## src/rtl/seq_multiplier.sv

```systemverilog
// Multi-cycle shift-add multiplier producing the HI/LO pair.
// Handles MULT/MULTU plus MTHI/MTLO direct register writes.
module seq_multiplier #(
  parameter int WIDTH = 32
) (
  input  logic             clk,
  input  logic             rst,
  input  logic             start,
  input  logic             sign,
  input  logic [WIDTH-1:0] a,
  input  logic [WIDTH-1:0] b,
  input  logic             flush,
  input  logic             hi_we,
  input  logic             lo_we,
  input  logic [WIDTH-1:0] wdata,
  output logic             busy,
  output logic             done,
  output logic [WIDTH-1:0] hi,
  output logic [WIDTH-1:0] lo
);

  localparam int CW = $clog2(WIDTH);
  localparam logic [CW-1:0] LAST = CW'(WIDTH - 1);

  typedef enum logic [1:0] {
    IDLE,
    BUSY,
    FIX
  } state_t;

  state_t state;
  state_t state_n;

  logic [CW-1:0]      count;
  logic [WIDTH-1:0]   mcand;
  logic [WIDTH-1:0]   acc;
  logic [WIDTH-1:0]   mplier;
  logic               neg;

  logic               go;
  logic [WIDTH-1:0]   mag_a;
  logic [WIDTH-1:0]   mag_b;
  logic [WIDTH:0]     sum;
  logic [2*WIDTH-1:0] prod;
  logic [2*WIDTH-1:0] res;

  assign go    = (state == IDLE) && start && !flush;
  assign mag_a = (sign && a[WIDTH-1]) ? -a : a;
  assign mag_b = (sign && b[WIDTH-1]) ? -b : b;
  assign sum   = {1'b0, acc}
               + (mplier[0] ? {1'b0, mcand} : '0);
  assign prod  = {acc, mplier};
  assign res   = neg ? -prod : prod;
  assign busy  = (state != IDLE);

  // State register.
  always_ff @(posedge clk or negedge rst) begin
    if (!rst) state <= IDLE;
    else      state <= state_n;
  end

  // Next-state decode; flush always returns to IDLE.
  always_comb begin
    state_n = state;
    unique case (state)
      IDLE: if (go) state_n = BUSY;
      BUSY: begin
        if (flush)              state_n = IDLE;
        else if (count == LAST) state_n = FIX;
      end
      FIX:     state_n = IDLE;
      default: state_n = IDLE;
    endcase
  end

  // Operand capture and one shift-add step per BUSY cycle.
  always_ff @(posedge clk or negedge rst) begin
    if (!rst) begin
      mcand  <= '0;
      acc    <= '0;
      mplier <= '0;
      neg    <= 1'b0;
      count  <= '0;
    end else if (go) begin
      mcand  <= mag_a;
      mplier <= mag_b;
      acc    <= '0;
      neg    <= sign & (a[WIDTH-1] ^ b[WIDTH-1]);
      count  <= '0;
    end else if (state == BUSY && !flush) begin
      {acc, mplier} <= {sum, mplier[WIDTH-1:1]};
      count         <= count + 1'b1;
    end
  end

  // HI/LO: the final product overrides coincident direct writes.
  always_ff @(posedge clk or negedge rst) begin
    if (!rst) begin
      hi   <= '0;
      lo   <= '0;
      done <= 1'b0;
    end else begin
      done <= 1'b0;
      if (state == FIX && !flush) begin
        {hi, lo} <= res;
        done     <= 1'b1;
      end else begin
        if (hi_we) hi <= wdata;
        if (lo_we) lo <= wdata;
      end
    end
  end

endmodule

```

## config.mk

```make
export PLATFORM = sky130hd
export DESIGN_NAME = seq_multiplier
export DESIGN_NICKNAME = d
export VERILOG_FILES = /design/src/rtl/seq_multiplier.sv
export SDC_FILE = /design/constraint.sdc
export NUM_CORES = 1
export LEC_CHECK = 0
export CAP_MARGIN = 25
export CORE_UTILIZATION = 35
export CTS_BUF_LIST = sky130_fd_sc_hd__clkbuf_4 sky130_fd_sc_hd__clkbuf_8
export DETAILED_ROUTE_END_ITERATION = 7
export MAX_ROUTING_LAYER = met4
export SLEW_MARGIN = 20
export SYNTH_ARGS = -nofsm -noshare
export SYNTH_HDL_FRONTEND = slang
export SYNTH_SLANG_ARGS = --single-unit
```

## constraint.sdc

```tcl
create_clock -name clk -period 2.95 [get_ports clk]
set_input_delay 0.7375 -clock clk [delete_from_list [all_inputs] [get_ports clk]]
set_output_delay 0.7375 -clock clk [all_outputs]
set_load 0.01 [all_outputs]
```

## After elaboration in Yosys (flattened, before gate mapping)

Cells that the tools add are included.

- Flip-flop bits (word level): 169
- Input port bits: 103
- Output and inout bits: 66
- Word-level logic and storage cells: 53

- Add/sub/neg operators: 5
- Equal/unequal tests: 5
- Mux-type cells: 19
- Bitwise gates (word level): 2
- Reductions and logical operators: 13

Operators by type and width:

| cell | number |
|---|---|
| two-way mux 32 bit | 11 |
| two-way mux 64 bit | 1 |
| negation 32 bit | 2 |
| negation 64 bit | 1 |
| adder 32 x 32 -> 33 bit | 1 |
| two-way mux 5 bit | 2 |
| nonzero test 2 bit | 4 |
| logical AND 1 bit | 6 |
| two-way mux 2 bit | 3 |
| adder 5 x 1 -> 5 bit, second input constant | 1 |
| equality test 5 bit, second input constant | 1 |
| case mux 2 bit (2 select lines) | 1 |
| != test 3 bit, second input constant | 1 |
| equality test 2 x 1 -> 1 bit, second input constant | 1 |
| equality test 2 bit, second input constant | 1 |
| zero test 2 bit | 1 |
| != test 2 bit, second input constant | 1 |
| AND reduction 2 bit | 1 |
| bitwise AND 1 bit | 1 |
| zero test 1 bit | 1 |
| two-way mux 1 bit | 1 |
| XOR 1 bit | 1 |

## Depth between registers and ports, before layout

Gate-level depths: netlist of run 1.

- Depth in word-level cells: 5
- Depth in mapped cells: 11
- Mapped depth without buffers: 10

## Least setup slack after synthesis of run 1

OpenSTA, ideal clock, no wires.

- Kind: reg-to-reg
- Start point: reg mplier[0]
- End point: reg acc[23]
- Library setup time: 0.122 ns
- Arrival: 2.995 ns
- Required time: 2.828 ns
- Slack: -0.166 ns
- Cell stages (with the launch flop): 11
- Cell sequence: dfrtp_1 > and2_1 > ha_1 > fa_1 > a21o_1 > a221oi_1 > o21bai_1 > a221o_1 > nor4bb_1 > or3_1 > a32o_1

- Longest elaborated chain between the ends: 4

Ends and longest elaborated chain:

| what | line | RTL |
|---|---|---|
| start: declaration | 37 | `logic [WIDTH-1:0] mplier;` |
| start signal: assignment | 86 | `mplier <= mag_b;` |
| start signal: assignment | 91 | `{acc, mplier} <= {sum, mplier[WIDTH-1:1]};` |
| two-way mux 32 bit | 51 | `+ (mplier[0] ? {1'b0, mcand} : '0);` |
| adder 32 x 32 -> 33 bit | 51 |  |
| two-way mux 32 bit | 90 | `end else if (state == BUSY && !flush) begin` |
| two-way mux 32 bit | 84 | `end else if (go) begin` |
| end signal: assignment | 91 |  |
| end: declaration | 36 | `logic [WIDTH-1:0] acc;` |

Every way passes these cells. The select of a mux whose other input is x is not followed.
A chain may end at the register's enable or synchronous reset.

## Worst setup path after layout of run 1

- Start point: reg mplier[0]
- End point: reg hi[15]

- Longest elaborated chain between the ends: 3

Ends and longest elaborated chain:

| what | line | RTL |
|---|---|---|
| negation 64 bit | 53 | `assign res = neg ? -prod : prod;` |
| two-way mux 64 bit | 53 |  |
| two-way mux 32 bit | 104 | `if (state == FIX && !flush) begin` |
| end signal: assignment | 105 | `{hi, lo} <= res;` |
| end signal: assignment | 108 | `if (hi_we) hi <= wdata;` |
| end: declaration | 18 | `output logic [WIDTH-1:0] hi,` |

Every way passes these cells.

==> results of run 1 <==
-- worst min path at each step --
stage                          end  slack (ns)  startpoint  depth (start not counted)
after floorplan             acc[0]        0.44         rst                          0
after global placement    mcand[0]        0.48    mcand[0]                          1
after global routing        lo[25]        0.31         rst                          1
final                       lo[25]        0.28         rst                          1
after detailed placement  mcand[0]        0.51    mcand[0]                          1
after CTS                   hi[21]        0.28         rst                          1
-- worst max-delay path: cells and delay by family, from the launching register on --
family,cells,cell delay [ns]
flops,1,0.42
buf+inv,1,0.15
simple gates,4,1.82
compound gates,2,0.31
xor+xnor,1,0.18
-- metrics by stage --
| stage | util (%) | setup WS [ns] | std cells | hold WS (ns) | power, mW |
|---|---|---|---|---|---|
| after floorplan | - | -0.0280 | 1365 | 0.442 | 6.19 |
| after global placement | 46.2 | -0.276 | 2077 | 0.484 | 8.57 |
| after detailed placement | 46.2 | -0.338 | 2077 | 0.506 | 8.63 |
| after CTS | 48.1 | -0.0509 | 2110 | 0.282 | 10.8 |
| after global routing | 48.9 | -0.133 | 2112 | 0.311 | 11.7 |
| final | 48.9 | -0.0674 | 2112 | 0.277 | 11.0 |
-- cell usage after synthesis, types with 30 or more instances --
master	instances	share of area, %
nor2_1	85	2.7
o31ai_1	30	1.9
clkbuf_1	76	2.4
xor2_1	84	6.3
a211oi_1	57	3.7
nor2b_1	41	2.2
dfrtp_1	169	36
o21ai_0	119	5.1
mux2i_1	46	4.0
xnor2_1	62	4.7
nand2_1	133	4.3
and2_1	49	2.6
a21oi_1	133	5.7
ha_1	37	4.0
-- flip-flops by register name, indices dropped and copies added, names as in the netlist --
signal  count
acc        32
count       5
done        1
hi         32
lo         32
mcand      32
mplier     32
neg         1
state       2
-- cell type report --
| class | count | area, sq um | area share, % |
|---|---|---|---|
| clock buffers | 21 | 270 | 1.69 |
| clock inverters | 10 | 193 | 1.21 |
| inverters | 23 | 86.3 | 0.541 |
| multi-input cells | 1089 | 7420 | 46.5 |
| flip-flops and latches | 169 | 4230 | 26.5 |
| well taps | 442 | 553 | 3.47 |
| repair buffers | 358 | 3210 | 20.1 |
-- cell usage in the layout (no fill, tap or decap), types with 10 or more instances in the layout --
master	count
buf_4	180
dfrtp_1	169
clkdlybuf4s50_1	165
nand2_1	131
a21oi_1	125
o21ai_0	110
nor2_1	84
xor2_1	82
xnor2_1	62
a211oi_1	56
and2_1	48
mux2i_1	46
nor2b_1	41
ha_1	30
o31ai_1	24
inv_1	23
nor3_1	19
clkbuf_8	18
nand3_1	16
or3_1	16
o21ai_1	15
a21o_1	15
a31oi_1	12
nor4_1	11
o41ai_1	10
-- power groups by stage --
| stage | combinational [mW] | sequential, mW | clock (mW) |
|---|---|---|---|
| 2_1_floorplan | 2.90 | 3.30 | 0 |
| 3_3_place_gp | 5.17 | 3.40 | 0 |
| 3_5_place_dp | 5.21 | 3.42 | 0 |
| 4_1_cts | 5.36 | 3.38 | 2.02 |
| 5_1_grt | 6.08 | 3.49 | 2.11 |
| 6_report | 5.57 | 3.43 | 1.96 |
-- repair_timing --
item,in CTS,in global routing
pin swaps,9,16
buffers inserted,2,2
gates resized for setup,25,52
setup endpoints to repair,25,39
-- kinds of logic after synthesis --
logic type	synth area share (%)
mux	4.05
fa+ha+maj	4.15
buf+inv	3.58
xor+xnor	11.0
simple gates	18.8
compound gates	22.2
flops	36.3
-- per-layer routing --
metal  share of wire (%)  wire length [microns]  vias up
met5                   0                      0        -
met1                  49                  18300     5305
li1                    -                      -     5487
met2                  44                  16200      336
met4                 1.4                    532        0
met3                 5.6                   2070       23
==> flow_metrics.py, run 1 <==
metrics = {
    "status": {
        "violations": "setup timing",
        "outcome": "complete, but fails checks",
    },
    "clocking": {
        "cts_root_buffer": "clkbuf_8",
        "htreeDepth": 4,
        "clk_pin_slew_ns": 0.10,
        "cts_tree": "done",
        "postCtsHoldBufs": 0,
        "clock-sinks": 169,
        "insertion_delay_ns": 0.48,
        "cts.path.max_buffers": 2,
        "cts-buffers-inserted": 17,
    },
    "setup_path": {
        "cp_slowest_cell": "or4_4",
        "cp.required_ns": 3.29,
        "worstSetupStartpoint": "mplier[0]",
        "critPathMostFrequentCell": "or4_4",
        "path_cells": "buf_4 > or4_4 > or4_4 > or3_4 > or4_4 > o41ai_4 > xor2_1 > a21oi_1",
        "end_kind": "flip-flop",
        "timing.rr.start": "mplier[0]",
        "crit_type": "flip-flop to flip-flop",
        "r2r-end": "hi[15]",
        "critPathArrivalTime_ns": 3.35,
        "rrSetupSlack_ns": -0.07,
        "critPathMaxFanout": 5,
        "endpoint": "hi[15]",
        "r2r_cells": 8,
        "cp-start-kind": "flip-flop",
        "critical-path-max-stage-delay_ns": 0.54,
    },
    "drt": {
        "routedWlPerCell_microns": 17.6,
        "wl_microns": 37100,
        "dr.pass1.iters": 5,
        "drc": 0,
        "drt_iter0_drc": 743,
        "vias_per_cell": 5.28,
        "drtAntennaViolNets": 0,
        "vias": 11151,
    },
    "yosys": {
        "syn_area_sq_um": 11600,
        "ys_seq_area_share_pct": 36.3,
        "ys_seq_elements": 169,
        "yosys_warnings": 0,
        "synthFlopType": "dfrtp_1",
        "synth_edf_count": 0,
        "async_flop_share_pct": 100,
        "syn_inst": 1365,
        "avgSynthCellArea_sq_um": 8.53,
        "synth_fp_nets": 1506,
        "synth_cell_types": 62,
    },
    "sta": {
        "worstMarginPinSlew_ns": 0.746,
        "setup_ws_ns": -0.0674,
        "hold_viol": 0,
        "final.period_utilization_pct": 102,
        "fin_skew_ns": 0.0165,
        "slew_headroom_pct": 50.3,
        "slew_viol_final": 0,
        "rsz0062_at_grt": "yes",
        "setup_violations": 4,
        "fmax_mhz": 331,
        "min_period_ns": 3.02,
        "finalSetupTns_ns": -0.117,
    },
    "placed_design": {
        "gp_congestion": 0.989,
        "io_buffers": 168,
        "dpl.hpwl_microns": 28800,
        "post_dp_cell_area_sq_um": 15100,
    },
    "hold_path": {
        "hold_class": "input pin to asynchronous set/reset pin",
    },
    "global_route": {
        "antenna_found_initial": 0,
        "met1_usage_pct": 32.7,
        "grt_pass1_wl_microns": 58000,
        "track_usage_pct": 22.6,
        "grt_overflow_total": 0,
        "met3_usage_pct": 2.45,
        "grt_pass1_vias": 10606,
        "grt-busiest-layer": "met2",
        "use_met2_pct": 33.6,
        "grt_max_degree": 130,
    },
    "pwr": {
        "p_comb_share_pct": 50.8,
        "p_leak_nw": 6.67,
        "clkPwrFrac_pct": 17.9,
        "switching_share_pct": 40.5,
        "p_switching_mw": 4.44,
        "p_seq_share_pct": 31.3,
        "internal-power_mw": 6.52,
        "peakVddDrop_v": 0.000302,
        "power.density_nw_per_um2": 687,
    },
    "floorplan": {
        "dieHeight_microns": 184,
        "coreArea_sq_um": 32600,
        "dieArea_sq_um": 34000,
        "rows": 66,
        "ioPinCount": 169,
        "die_x_microns": 184,
        "initial_core_util_pct": 35.7,
    },
    "finish": {
        "final_area_sq_um": 16000,
        "antenna-diode-count": 0,
        "syn2layout_area_growth_pct": 37.0,
        "nets": 1799,
        "n_fill_cell": 3165,
        "drive_above_1_share_pct": 17.8,
    },
    "flow_run": {
        "max_cap_viol_count": 0,
    },
}
Power figures use the tool's default switching activity.
==> inputs of run 2 (changes only) <==
- CELL_PAD_IN_SITES_DETAIL_PLACEMENT: unset -> 1
- CELL_PAD_IN_SITES_GLOBAL_PLACEMENT: unset -> 1
- PLACE_DENSITY_LB_ADDON: unset -> 0.1
- clock period: 2.95 -> 3.4 ns (I/O delays scaled with it)
==> run 2 against run 1 <==
- the run now ends clean
- clock skew is 0.0016 ns lower
- non-clock buffer count is 131 lower
- fmax is 4.6% lower
- die area stayed put
- routed wire length is 4.0% higher
- clock-buffer cell count is 4 lower
- hold slack worse by 0.057 ns
- clock power is 15% lower
- setup slack better by 0.30 ns
- critical path depth is 4 higher
- critical path type unchanged
- critical endpoint is now acc[23]
- largest cell class unchanged
- largest power group unchanged
- highest routed layer unchanged
==> flow_metrics.py, run 2 (synthesis gave the netlist of run 1 again) <==
metrics = {
    "clocking": {
        "cts_resized": 0,
        "cts_tree": "done",
        "insertion_delay_ns": 0.49,
        "cts-buffers-inserted": 17,
        "clk_pin_slew_ns": 0.11,
        "clock-sinks": 169,
        "cts_root_buffer": "clkbuf_8",
        "postCtsHoldBufs": 0,
        "cts.path.max_buffers": 2,
        "htreeDepth": 4,
        "postCtsSetupRepairBufs": 0,
    },
    "finish": {
        "final_common_cell": "dfrtp_1",
        "multi_input_area_sq_um": 7020,
        "final_util_pct": 44.5,
        "seq_area_sq_um": 4230,
        "syn2layout_area_growth_pct": 24.7,
        "n_fill_cell": 3848,
        "final_cell_mix": "dfrtp_1, clkdlybuf4s50_1, a21oi_1",
        "antenna-diode-count": 0,
        "nets": 1668,
        "drive_above_1_share_pct": 7.41,
    },
    "setup_path": {
        "path_cells": "buf_4 > and2_1 > ha_1 > and3_1 > a221oi_1 > buf_4 > o21bai_1 > a221o_1 > nor4bb_1 > buf_4 > o21ai_0 > a32o_1",
        "r2r-end": "acc[23]",
        "crit_type": "flip-flop to flip-flop",
        "cp_slowest_cell": "nor4bb_1",
        "critical-path-max-stage-delay_ns": 0.50,
        "critPathMostFrequentCell": "buf_4",
        "crit_cells": 12,
        "timing.rr.start": "mplier[0]",
        "critPathArrivalTime_ns": 3.55,
        "worstSetupStartpoint": "mplier[0]",
        "end_kind": "flip-flop",
        "cp-start-kind": "flip-flop",
        "endpoint": "acc[23]",
        "crit_family": "compound AO/OA/AOI/OAI gates",
        "critPathMaxFanout": 26,
        "cp.required_ns": 3.79,
        "crit_buf_inv": 3,
        "rrSetupSlack_ns": 0.24,
        "r2r_cells": 12,
    },
    "status": {
        "outcome": "finished, final reports clean",
    },
    "pwr": {
        "p_seq_share_pct": 34.7,
        "switching_share_pct": 43.0,
        "p_leak_nw": 5.95,
        "peakVddDrop_v": 0.000285,
        "p_comb_share_pct": 46.0,
        "power.density_nw_per_um2": 595,
        "p_switching_mw": 3.72,
        "internal-power_mw": 4.93,
        "clkPwrFrac_pct": 19.2,
    },
    "sta": {
        "rsz0062_at_grt": "no",
        "slew_viol_final": 0,
        "fin_skew_ns": 0.0150,
        "hold_viol": 0,
        "setup_ws_ns": 0.236,
        "finalSetupTns_ns": 0,
        "worstMarginPinSlew_ns": 0.808,
        "fmax_mhz": 316,
        "min_period_ns": 3.16,
        "whs_ns": 0.220,
        "final.period_utilization_pct": 93.1,
        "setup_violations": 0,
        "slew_headroom_pct": 46.1,
    },
    "global_route": {
        "grt_overflow_total": 0,
        "grt_pass1_wl_microns": 62200,
        "grt_pass1_vias": 10856,
        "track_usage_pct": 24.2,
        "grt_max_degree": 134,
        "antenna_found_initial": 0,
    },
    "floorplan": {
        "dieHeight_microns": 184,
        "dieArea_sq_um": 34000,
        "die_x_microns": 184,
        "ioPinCount": 169,
        "initial_core_util_pct": 35.7,
        "coreArea_sq_um": 32600,
        "rows": 66,
    },
    "drt": {
        "vias": 10706,
        "vias_per_cell": 5.40,
        "wl_microns": 38600,
        "drtAntennaViolNets": 0,
        "drc": 0,
        "dr.pass1.iters": 5,
        "routedWlPerCell_microns": 19.5,
        "drt_iter0_drc": 634,
    },
    "placed_design": {
        "dpl.hpwl_microns": 30000,
        "gp_congestion": 0.875,
        "dp_slack_ns": 0.00996,
        "io_buffers": 168,
    },
    "hold_path": {
        "hold_class": "input pin to asynchronous set/reset pin",
    },
    "flow_run": {
        "max_cap_viol_count": 0,
    },
}
run 2: power groups by stage:
stage	registers (mW)	clock network, mW	logic, mW
floorplan	2.86	0	2.50
global placement	3.03	0	3.91
detailed placement	3.04	0	3.97
CTS	3.01	1.72	3.99
global route	3.07	1.79	4.40
finish	3.00	1.66	3.98
run 2: cell type report:
type | instances | share of cell area (%)
Timing Repair Buffer | 227 | 15.1
Tap cell | 442 | 3.81
Clock buffer | 17 | 1.61
Inverter | 23 | 0.594
Multi-Input combinational cell | 1089 | 48.3
Sequential cell | 169 | 29.1
Clock inverter | 14 | 1.44
run 2: worst min-delay path by stage:
| stage | start | to | slack (ns) | depth (start not counted) |
|---|---|---|---|---|
| after floorplan | mcand[0] | mcand[0] | 0.47 | 1 |
| after global placement | mcand[17] | mcand[17] | 0.50 | 2 |
| after detailed placement | mcand[24] | mcand[24] | 0.51 | 2 |
| after CTS | rst | hi[16] | 0.19 | 1 |
| after global routing | rst | lo[16] | 0.20 | 1 |
| final | rst | lo[16] | 0.22 | 1 |
run 2: per-layer routing:
layer	GRT usage [%]	share of wire, %	vias up	wire [microns]
li1	-	-	5236	-
met1	34.7	51	5243	19700
met2	36.5	45	198	17200
met3	2.59	3.0	29	1160
met4	5.40	1.4	0	550
met5	-	0	-	0
run 2: stage by stage:
stage | power, mW | area [sq um] | std cells
finish | 8.65 | 14500 | 1981
global placement | 6.94 | 14100 | 1950
floorplan | 5.36 | 11600 | 1365
global route | 9.26 | 14500 | 1981
detailed placement | 7.02 | 14100 | 1950
CTS | 8.72 | 14500 | 1981
